`src/rtl/calc_pkg.sv`:
```
// Shared opcode definitions for the calculator logic unit.
// Imported by the combinational function block and the pipeline top.
package calc_pkg;

    localparam int OP_W = 3;

    typedef enum logic [OP_W-1:0] {
        OP_AND  = 3'd0,
        OP_OR   = 3'd1,
        OP_XOR  = 3'd2,
        OP_NAND = 3'd3,
        OP_NOR  = 3'd4,
        OP_XNOR = 3'd5,
        OP_NOT  = 3'd6,
        OP_PASS = 3'd7
    } op_e;

endpackage

```
`src/rtl/calc_logic_op.sv`:
```
// Combinational two-operand bitwise function block.
// Opcodes OP_NOT and OP_PASS ignore operand b.
module calc_logic_op
    import calc_pkg::*;
#(
    parameter int WIDTH = 8
) (
    input  logic [WIDTH-1:0] a,
    input  logic [WIDTH-1:0] b,
    input  op_e              op,
    output logic [WIDTH-1:0] result
);

    always_comb begin
        result = '0;
        unique case (op)
            OP_AND:  result = a & b;
            OP_OR:   result = a | b;
            OP_XOR:  result = a ^ b;
            OP_NAND: result = ~(a & b);
            OP_NOR:  result = ~(a | b);
            OP_XNOR: result = ~(a ^ b);
            OP_NOT:  result = ~a;
            OP_PASS: result = a;
            default: result = '0;
        endcase
    end

endmodule

```
`src/rtl/calc_logic_unit.sv`:
```
// Two-stage valid/ready bitwise logic unit with accumulator operand,
// zero/parity flags and a wrapping output-handshake counter.
module calc_logic_unit
    import calc_pkg::*;
#(
    parameter int WIDTH   = 8,
    parameter int COUNT_W = 16
) (
    input  logic               clk,
    input  logic               rst_n,
    input  logic               in_valid,
    output logic               in_ready,
    input  logic [WIDTH-1:0]   in_a,
    input  logic [WIDTH-1:0]   in_b,
    input  logic [OP_W-1:0]    in_op,
    input  logic               in_acc_sel,
    input  logic               acc_clr,
    output logic               out_valid,
    input  logic               out_ready,
    output logic [WIDTH-1:0]   out_result,
    output logic               out_zero,
    output logic               out_parity,
    output logic [COUNT_W-1:0] op_count
);

    logic             s1_valid;
    logic [WIDTH-1:0] s1_a;
    logic [WIDTH-1:0] s1_b;
    op_e              s1_op;
    logic             s1_acc_sel;

    logic [WIDTH-1:0] acc;
    logic [WIDTH-1:0] op_b;
    logic [WIDTH-1:0] op_res;

    logic s2_load;
    logic in_fire;
    logic out_fire;

    // S1 drains into S2 whenever S2 is empty or emptying this edge
    assign s2_load  = s1_valid && (!out_valid || out_ready);
    assign in_ready = !s1_valid || s2_load;
    assign in_fire  = in_valid && in_ready;
    assign out_fire = out_valid && out_ready;

    assign op_b = s1_acc_sel ? acc : s1_b;

    calc_logic_op #(
        .WIDTH (WIDTH)
    ) u_op (
        .a      (s1_a),
        .b      (op_b),
        .op     (s1_op),
        .result (op_res)
    );

    always_ff @(posedge clk or negedge rst_n) begin
        if (!rst_n) begin
            s1_valid   <= 1'b0;
            s1_a       <= '0;
            s1_b       <= '0;
            s1_op      <= OP_AND;
            s1_acc_sel <= 1'b0;
        end else if (in_fire) begin
            s1_valid   <= 1'b1;
            s1_a       <= in_a;
            s1_b       <= in_b;
            s1_op      <= op_e'(in_op);
            s1_acc_sel <= in_acc_sel;
        end else if (s2_load) begin
            s1_valid <= 1'b0;
        end
    end

    always_ff @(posedge clk or negedge rst_n) begin
        if (!rst_n) begin
            out_valid  <= 1'b0;
            out_result <= '0;
            out_zero   <= 1'b0;
            out_parity <= 1'b0;
        end else if (s2_load) begin
            out_valid  <= 1'b1;
            out_result <= op_res;
            out_zero   <= (op_res == '0);
            out_parity <= ^op_res;
        end else if (out_fire) begin
            out_valid <= 1'b0;
        end
    end

    // Clear takes priority over the result write-back
    always_ff @(posedge clk or negedge rst_n) begin
        if (!rst_n) begin
            acc <= '0;
        end else if (acc_clr) begin
            acc <= '0;
        end else if (s2_load) begin
            acc <= op_res;
        end
    end

    always_ff @(posedge clk or negedge rst_n) begin
        if (!rst_n) begin
            op_count <= '0;
        end else if (out_fire) begin
            op_count <= op_count + COUNT_W'(1);
        end
    end

endmodule

```
`config.mk`:
```
export PLATFORM = sky130hd
export DESIGN_NAME = calc_logic_unit
export DESIGN_NICKNAME = d
export VERILOG_FILES = /design/src/rtl/calc_pkg.sv /design/src/rtl/calc_logic_op.sv /design/src/rtl/calc_logic_unit.sv
export SDC_FILE = /design/constraint.sdc
export NUM_CORES = 1
export LEC_CHECK = 0
export BUFFER_PORTS_ARGS = -buffer_cell sky130_fd_sc_hd__buf_4
export CELL_PAD_IN_SITES_DETAIL_PLACEMENT = 1
export CELL_PAD_IN_SITES_GLOBAL_PLACEMENT = 2
export CORE_MARGIN = 8
export CORE_UTILIZATION = 36
export CTS_CLUSTER_SIZE = 8
export DETAILED_ROUTE_END_ITERATION = 8
export PLACE_DENSITY_LB_ADDON = 0.2
export SKIP_LAST_GASP = 1
export SYNTH_ARGS = -nofsm -noshare
export SYNTH_HDL_FRONTEND = slang
export SYNTH_HIERARCHICAL = 1
export SYNTH_SLANG_ARGS = --single-unit
```
`constraint.sdc`:
```
create_clock -name clk -period 3.36 [get_ports clk]
set_input_delay 0.336 -clock clk [delete_from_list [all_inputs] [get_ports clk]]
set_output_delay 0.336 -clock clk [all_outputs]
set_load 0.03 [all_outputs]
```
==> results.py, run 1 <==
metrics = {
    "run_status": {
        "outcome": "completed",
    },
    "setup_path": {
        "worst-path-buf-inv": 2,
        "endpoint": "out_parity",
        "crit_arrival_ns": 3.11,
        "ff2ff_setup_slack_ns": 0.42,
        "r2r_end": "out_parity",
        "crit_path_start": "s1_acc_sel",
        "cp_slowest_cell": "dfrtp_1",
        "cp_max_fo": 9,
        "worst_setup_path_end_kind": "flop",
        "worstPathCellList": "mux2_2 -> inv_1 -> ha_1 -> nor2_1 -> a21oi_1 -> mux4_2 -> inv_1 -> ha_1 -> xnor2_1 -> xnor2_1 -> o21ai_0",
        "crit_family": "multiplexers",
        "worst-path-stages": 11,
        "critPathRequiredTime_ns": 3.53,
        "worst_r2r_path_depth": 11,
        "worstReg2RegStart": "s1_acc_sel",
        "start_kind": "flop",
        "critPathMaxStageDelay_ns": 0.61,
        "crit_type": "flop to flop",
    },
    "synthesis": {
        "synth_ff_type": "dfrtp_1",
        "syn-num-nets": 370,
        "syn_inst": 324,
        "synth-edff-count": 0,
        "avgSynthCellArea_um2": 10.4,
        "seq_area_frac_synth_pct": 41.7,
        "yosys.cell_types.count": 42,
        "async_reset_ff_share_pct": 100,
        "syn_area_um2": 3360,
        "yosys_register_bits": 56,
        "synth_warnings": 6,
    },
    "drt": {
        "drc_errors": 0,
        "via_count": 2388,
        "vias_per_cell": 4.96,
        "routed_wl_mm": 7.65,
        "antenna_left": 0,
        "first_iter_violations": 47,
        "avgRoutedWirePerCell_um": 15.9,
        "dr.pass1.iters": 3,
    },
    "floorplan": {
        "die_x_um": 113,
        "die_h_um": 113,
        "io_pins": 53,
        "initial_utilization_pct": 36.7,
        "dieArea_um2": 12700,
        "fp.coreArea_um2": 9150,
        "std_cell_rows": 35,
    },
    "sta": {
        "finalHoldViolations": 0,
        "final.setup.tns_ns": 0,
        "min_period_ns": 2.94,
        "rsz0062_at_grt": "false",
        "fin_skew_ns": 0.00563,
        "setup_violations": 0,
        "slew_headroom_pct": 41.3,
        "fmax_mhz": 340,
        "period_share_pct": 87.5,
        "tightest_slew_ns": 0.878,
        "finalMaxSlewViolations": 0,
    },
    "clock_tree": {
        "clockBufferDepth": 2,
        "clkTransAtPathRegs_ns": 0.11,
        "htreeDepth": 2,
        "ctsResizeCount": 0,
        "ctsHoldBuffers": 0,
        "post_cts_buffers": 0,
        "cts.sinks": 56,
        "clkLatencyLatePin_ns": 0.32,
        "cts_root_buf": "clkbuf_8",
        "cts_tree": "done",
        "cts_buffers": 5,
    },
    "pwr": {
        "pwr-share-seq_pct": 39.5,
        "swShare_pct": 39.9,
        "powerDensity_nw_per_um2": 629,
        "vdd_drop_max_uv": 258,
        "cellInternalPower_w": 0.00146,
        "p_sw_w": 0.000971,
        "pwr-share-clk_pct": 16.1,
        "pwr-share-comb_pct": 44.4,
        "total_leakage_power_nw": 1.88,
    },
    "global_route": {
        "grt_first_pass_wirelength_mm": 13.1,
        "grt_pass1_vias": 2541,
        "grt_start_max_net_pins": 57,
        "gr-total-overflow": 0,
        "antenna_found_initial": 0,
        "track_usage_pct": 12.7,
    },
    "finish": {
        "layout_commonest_cell": "dfrtp_1",
        "n_antenna_cell": 0,
        "final_util_pct": 42.2,
        "fin_nets": 415,
        "area.growth.synth_to_final_pct": 15.0,
        "final_cell_mix": "dfrtp_1 (56), buf_4 (54), nand2_1 (49)",
        "drive_above_1_share_pct": 28.1,
    },
    "placement": {
        "io_buffers": 52,
        "gp_congestion": 0.750,
        "dp_hpwl_mm": 5.76,
    },
    "hold_path": {
        "hp-class": "input pin to async pin",
    },
    "run": {
        "maxCapViolations": 0,
    },
}
final cells by class:
cell class,instances,area (um2)
Clock buffer,5,68.8
Clock inverter,3,22.5
Fill cell,1056,5290
Inverter,31,116
Multi-Input combinational cell,221,1710
Sequential cell,56,1400
Tap cell,111,139
Timing Repair Buffer,54,405
cells in the mapped netlist, types with 5 or more instances:
library cell	count	area, um2
nor3_1	5	25.0
nor2_1	19	71.3
nand4_1	7	43.8
xnor2_1	21	184
a21oi_1	17	85.1
ha_1	21	263
buf_2	7	35.0
nand2_1	49	184
mux2_2	29	327
mux2i_1	5	50.1
xor2_1	5	43.8
inv_1	31	116
dfrtp_1	56	1400
sequential cells by signal (all words and copies together), names as in the netlist:
signal and count:
acc 8, op_count 16, out_parity 1, out_result 8, out_valid 1, out_zero 1
s1_a 8, s1_acc_sel 1, s1_b 8, s1_op 3, s1_valid 1
power by group through the flow:
stage / clock network (W) / registers, W / logic, W
4_1_cts: 0.000414 / 0.000966 / 0.00110
2_1_floorplan: 0 / 0.00108 / 0.000671
3_3_place_gp: 0 / 0.000976 / 0.00107
5_1_grt: 0.000440 / 0.000989 / 0.00120
3_5_place_dp: 0 / 0.000980 / 0.00109
6_report: 0.000391 / 0.000961 / 0.00108
worst register-to-register path, cell delays in order, from the launching register on:
cell     delay (ns)
dfrtp_1        0.61
mux2_2         0.40
inv_1          0.06
ha_1           0.23
nor2_1         0.13
a21oi_1        0.06
mux4_2         0.52
inv_1          0.09
ha_1           0.24
xnor2_1        0.21
xnor2_1        0.14
o21ai_0        0.10
layer usage:
metal  GRT usage (%)  vias to the layer above  share of wire (%)
li1                -                     1167                  -
met1            16.4                     1185                 47
met2            21.1                       32                 48
met3            3.01                        4                3.4
met4            2.70                        0               0.82
met5               0                        -                  0
cells by family after synthesis:
group           count (synthesis)  share of synthesized area, %
mux                            40                          14.8
fa+ha+maj                      21                          7.81
xor+xnor                       26                          6.77
buf+inv                        47                          7.40
flops                          56                          41.7
simple gates                  102                          15.7
compound gates                 32                          5.91
worst min-delay path by stage:
stage	end	slack [ns]	cells after the start
after floorplan	acc[0]	0.04	0
after global placement	s1_a[5]	0.45	1
after detailed placement	s1_a[5]	0.46	1
after CTS	s1_a[5]	0.1	1
after global routing	s1_a[5]	0.12	1
final	s1_a[5]	0.06	1
metrics by stage:
stage	setup slack [ns]	area, um2	hold WS, ns	power, W	instances
6_report	0.420	3870	0.0579	0.00243	481
5_1_grt	0.276	3870	0.123	0.00263	481
4_1_cts	0.430	3870	0.0968	0.00248	481
3_5_place_dp	0.443	3770	0.458	0.00207	473
3_3_place_gp	0.556	3770	0.452	0.00205	473
2_1_floorplan	0.684	3360	0.0404	0.00175	324
No activity file was read; power rests on OpenSTA's default activity.
==> run 2: changes to the inputs <==
--- a/config.mk
+++ b/config.mk
@@ -6,10 +6,10 @@
 export NUM_CORES = 1
 export LEC_CHECK = 0
 export BUFFER_PORTS_ARGS = -buffer_cell sky130_fd_sc_hd__buf_4
-export CELL_PAD_IN_SITES_DETAIL_PLACEMENT = 1
-export CELL_PAD_IN_SITES_GLOBAL_PLACEMENT = 2
+export CELL_PAD_IN_SITES_DETAIL_PLACEMENT = 0
+export CELL_PAD_IN_SITES_GLOBAL_PLACEMENT = 1
 export CORE_MARGIN = 8
-export CORE_UTILIZATION = 36
+export CORE_UTILIZATION = 44
 export CTS_CLUSTER_SIZE = 8
 export DETAILED_ROUTE_END_ITERATION = 8
 export PLACE_DENSITY_LB_ADDON = 0.2
==> results.py, run 2 (synthesized netlist as in run 1, its figures left out) <==
metrics = {
    "clock_tree": {
        "post_cts_buffers": 0,
        "clkTransAtPathRegs_ns": 0.11,
        "cts.sinks": 56,
        "cts_tree": "done",
        "ctsResizeCount": 0,
        "ctsHoldBuffers": 0,
        "htreeDepth": 2,
        "cts_root_buf": "clkbuf_8",
        "clkLatencyLatePin_ns": 0.32,
        "cts_buffers": 5,
        "clockBufferDepth": 2,
    },
    "sta": {
        "final.setup.tns_ns": 0,
        "min_period_ns": 2.79,
        "slew_headroom_pct": 36.5,
        "setup_violations": 0,
        "setup_ws_ns": 0.570,
        "whs_ns": 0.0465,
        "period_share_pct": 83.0,
        "fin_skew_ns": 0.00436,
        "fmax_mhz": 358,
        "tightest_slew_ns": 0.951,
        "finalHoldViolations": 0,
        "rsz0062_at_grt": "false",
        "finalMaxSlewViolations": 0,
    },
    "setup_path": {
        "critPathRequiredTime_ns": 3.54,
        "ff2ff_setup_slack_ns": 0.57,
        "worst_setup_path_end_kind": "flop",
        "crit_path_start": "s1_acc_sel",
        "crit_arrival_ns": 2.97,
        "endpoint": "out_parity",
        "crit_type": "flop to flop",
        "worst_r2r_path_depth": 12,
        "worstReg2RegStart": "s1_acc_sel",
        "r2r_end": "out_parity",
        "start_kind": "flop",
        "cp_max_fo": 9,
    },
    "pwr": {
        "vdd_drop_max_uv": 285,
        "total_leakage_power_nw": 1.88,
        "powerDensity_nw_per_um2": 627,
    },
    "global_route": {
        "grt_start_max_net_pins": 57,
        "track_usage_pct": 13.7,
        "grt_pass1_vias": 2337,
        "gr-total-overflow": 0,
        "grt_first_pass_wirelength_mm": 11.5,
        "antenna_found_initial": 0,
    },
    "floorplan": {
        "die_x_um": 103,
        "dieArea_um2": 10700,
        "std_cell_rows": 32,
        "fp.coreArea_um2": 7570,
        "initial_utilization_pct": 44.4,
        "io_pins": 53,
        "die_h_um": 103,
    },
    "hold_path": {
        "hp-class": "input pin to async pin",
    },
    "drt": {
        "via_count": 2323,
        "dr.pass1.iters": 4,
        "antenna_left": 0,
        "first_iter_violations": 65,
        "avgRoutedWirePerCell_um": 14.7,
        "drc_errors": 0,
        "vias_per_cell": 4.92,
        "routed_wl_mm": 6.93,
    },
    "finish": {
        "area.growth.synth_to_final_pct": 14.7,
        "final_cell_mix": "dfrtp_1 (56), buf_4 (54), nand2_1 (49)",
        "largest_reg_flops": 16,
        "drive_above_1_share_pct": 28.1,
        "nFillCells": 723,
        "layout_commonest_cell": "dfrtp_1",
        "fin_nets": 415,
        "n_antenna_cell": 0,
        "seq_area_um2": 1400,
        "regMostFlops": "op_count",
        "multiInputGateArea_um2": 1710,
    },
    "placement": {
        "dp_hpwl_mm": 5.05,
        "io_buffers": 52,
        "gp_congestion": 0.732,
        "place_ws_ns": 0.559,
    },
    "run_status": {
        "outcome": "completed",
    },
    "run": {
        "maxCapViolations": 0,
    },
}
==> run 2: cell types whose count changed in the layout (fill, tap and decap cells not counted), sizes merged <==
cell | previous run | this run
clkinv | 2 | 0
clkinvlp | 0 | 2
==> run 2: worst min-delay path by stage <==
stage          start             to  slack (ns)  cells after the start
2_1_floorplan  rst_n         acc[0]        0.04                      0
4_1_cts        rst_n        s1_a[5]        0.09                      1
6_report       rst_n        s1_a[5]        0.05                      1
3_3_place_gp   rst_n        s1_a[5]        0.44                      1
5_1_grt        rst_n  out_result[7]        0.12                      1
3_5_place_dp   rst_n        s1_a[5]        0.45                      1
==> run 2: critical path: stages, from the launching register on <==
cell and delay [ns]:
dfrtp_1 0.57, mux2_2 0.40, inv_1 0.06, ha_1 0.22
and4bb_1 0.29, a31oi_2 0.05, a31oi_1 0.20, a21o_1 0.14
inv_1 0.05, ha_1 0.28, xnor2_1 0.18, xnor2_1 0.13
o21ai_0 0.08
==> run 2: layout make-up <==
| type | instances | share of cell area (%) |
|---|---|---|
| clock inverters | 3 | 0.681 |
| clock buffers | 5 | 1.78 |
| well taps | 102 | 3.31 |
| inverters | 31 | 3.02 |
| repair buffers | 54 | 10.5 |
| flip-flops and latches | 56 | 36.3 |
| multi-input cells | 221 | 44.4 |
==> run 2: report_power, final <==
part           internal, W  switching [W]  total, W  leakage (nW)
combinational     0.000502       0.000556   0.00106          1.14
sequential        0.000806       0.000154  0.000960         0.699
clock             0.000152       0.000247  0.000399        0.0423
total              0.00146       0.000957   0.00242          1.88
==> run 2: through the flow <==
stage / total power, W / utilization, % / area (um2) / std cells
after global routing: 0.00260 / 51.0 / 3860 / 472
after CTS: 0.00245 / 51.0 / 3860 / 472
after detailed placement: 0.00204 / 49.7 / 3760 / 464
after global placement: 0.00202 / 49.7 / 3760 / 464
final: 0.00242 / 51.0 / 3860 / 472
after floorplan: 0.00175 / - / 3360 / 324
==> run 2: routing by layer <==
layer | global-route usage [%] | vias to the layer above | part of all wire [%]
li1 | - | 1171 | -
met4 | 4.34 | 0 | 1.0
met2 | 21.5 | 33 | 47
met5 | 0 | - | 0
met1 | 18.5 | 1113 | 49
met3 | 2.81 | 6 | 3.2
==> run 3: changes to the inputs <==
==> constraint.sdc (replaced) <==
create_clock -name clk -period 2.81 [get_ports clk]
set_input_delay 0.281 -clock clk [delete_from_list [all_inputs] [get_ports clk]]
set_output_delay 0.281 -clock clk [all_outputs]
set_load 0.03 [all_outputs]
==> results.py, run 3 (synthesized netlist as in run 1, its figures left out) <==
metrics = {
    "run_status": {
        "outcome": "finished, violations left",
        "violations": "hold timing",
    },
    "finish": {
        "regMostFlops": "op_count",
        "postLayoutCellArea_um2": 3990,
        "layout_commonest_cell": "buf_4",
        "fin_nets": 424,
        "final_util_pct": 52.7,
        "n_antenna_cell": 0,
        "largest_reg_flops": 16,
        "area.growth.synth_to_final_pct": 18.6,
        "final_cell_mix": "buf_4 (62), dfrtp_1 (55), nand2_1 (49)",
        "fin_cells": 481,
        "drive_above_1_share_pct": 32.7,
    },
    "placement": {
        "placed_cells": 468,
        "io_buffers": 52,
        "dp_hpwl_mm": 5.14,
        "placed_area_um2": 3790,
        "gp_congestion": 0.738,
        "place_ws_ns": 0.0202,
    },
    "setup_path": {
        "r2r_end": "out_parity",
        "crit_type": "flop to flop",
        "critPathRequiredTime_ns": 3.00,
        "worst_setup_path_end_kind": "flop",
        "worstReg2RegStart": "s1_acc_sel",
        "cp_max_fo": 5,
        "worstPathCellList": "buf_4 -> mux2_2 -> inv_1 -> ha_1 -> inv_1 -> mux2_4 -> mux4_2 -> inv_2 -> ha_1 -> xnor2_2 -> xnor2_1 -> o21ai_0",
        "cp_slowest_cell": "mux4_2",
        "worst-path-buf-inv": 4,
        "start_kind": "flop",
        "worst_r2r_path_depth": 12,
        "crit_family": "multiplexers",
        "crit_arrival_ns": 2.88,
        "critPathMaxStageDelay_ns": 0.50,
        "ff2ff_setup_slack_ns": 0.12,
    },
    "sta": {
        "setup_violations": 0,
        "fmax_mhz": 371,
        "finalHoldViolations": 2,
        "fin_skew_ns": 0.00731,
        "finalMaxSlewViolations": 0,
        "period_share_pct": 95.8,
        "whs_ns": -0.00439,
        "setup_ws_ns": 0.117,
        "slew_headroom_pct": 51.9,
        "min_period_ns": 2.69,
        "final.setup.tns_ns": 0,
        "tightest_slew_ns": 0.721,
    },
    "global_route": {
        "antenna_found_initial": 0,
        "grt_first_pass_wirelength_mm": 11.5,
        "gr-total-overflow": 0,
        "track_usage_pct": 13.7,
        "grt_start_max_net_pins": 57,
        "grt_pass1_vias": 2369,
    },
    "pwr": {
        "swShare_pct": 39.4,
        "cellInternalPower_w": 0.00185,
        "powerDensity_nw_per_um2": 764,
        "pwr-share-comb_pct": 47.3,
        "total_leakage_power_nw": 1.93,
        "vdd_drop_max_uv": 345,
        "pwr-share-clk_pct": 15.6,
        "p_sw_w": 0.00120,
        "pwr-share-seq_pct": 37.1,
    },
    "floorplan": {
        "dieArea_um2": 10700,
        "initial_utilization_pct": 44.4,
        "io_pins": 53,
        "die_h_um": 103,
        "fp.coreArea_um2": 7570,
        "die_x_um": 103,
        "std_cell_rows": 32,
    },
    "clock_tree": {
        "cts_tree": "done",
        "clkTransAtPathRegs_ns": 0.11,
        "clkLatencyLatePin_ns": 0.32,
        "clockBufferDepth": 2,
        "cts.sinks": 56,
        "cts_buffers": 5,
        "htreeDepth": 2,
        "ctsHoldBuffers": 0,
        "cts_root_buf": "clkbuf_8",
    },
    "drt": {
        "first_iter_violations": 78,
        "dr.pass1.iters": 4,
        "via_count": 2378,
        "routed_wl_mm": 7.01,
        "antenna_left": 0,
        "drc_errors": 0,
        "vias_per_cell": 4.94,
        "avgRoutedWirePerCell_um": 14.6,
    },
    "hold_path": {
        "hp-class": "input pin to async pin",
    },
    "run": {
        "maxCapViolations": 0,
    },
}
run 3: cell count changes in the layout (fill, tap and decap cells not counted), sizes merged:
cell  delta
buf      +9
run 3: worst max-delay path by stage:
stage / start / end / cells after the start
floorplan: s1_acc_sel / out_parity / 12
global placement: s1_acc_sel / out_parity / 11
detailed placement: s1_acc_sel / out_parity / 11
CTS: s1_acc_sel / out_parity / 11
global route: s1_acc_sel / out_parity / 12
finish: s1_acc_sel / out_parity / 12
run 3: layer usage:
metal | routed length, um | GRT usage [%] | up-vias
met3 | 271 | 2.74 | 8
met5 | 0 | 0 | -
met2 | 3330 | 21.6 | 32
li1 | - | - | 1193
met1 | 3320 | 18.3 | 1145
met4 | 90 | 4.34 | 0
run 3: timing repair:
item                       CTS  global route
resized for setup            1            14
setup endpoints to repair    1             1
setup buffers                0             5
pin swaps                    0             5
run 3: metrics by stage:
stage | hold WS [ns] | total power [W]
CTS | 0.0394 | 0.00295
global placement | 0.389 | 0.00244
finish | -0.00439 | 0.00305
global route | 0.0568 | 0.00327
floorplan | -0.0146 | 0.00210
detailed placement | 0.387 | 0.00246
run 3: cell type report:
type	instances	area, um2
Fill cell	710	3580
Clock inverter	3	26.3
Clock buffer	5	68.8
Inverter	31	116
Sequential cell	56	1400
Tap cell	102	128
Multi-Input combinational cell	221	1770
Timing Repair Buffer	63	477
run 3: power by group through the flow:
stage	Combinational, W	Sequential, W	Clock (W)
2_1_floorplan	0.000802	0.00129	0
3_3_place_gp	0.00128	0.00115	0
3_5_place_dp	0.00131	0.00116	0
4_1_cts	0.00132	0.00114	0.000490
5_1_grt	0.00159	0.00116	0.000518
6_report	0.00144	0.00113	0.000475
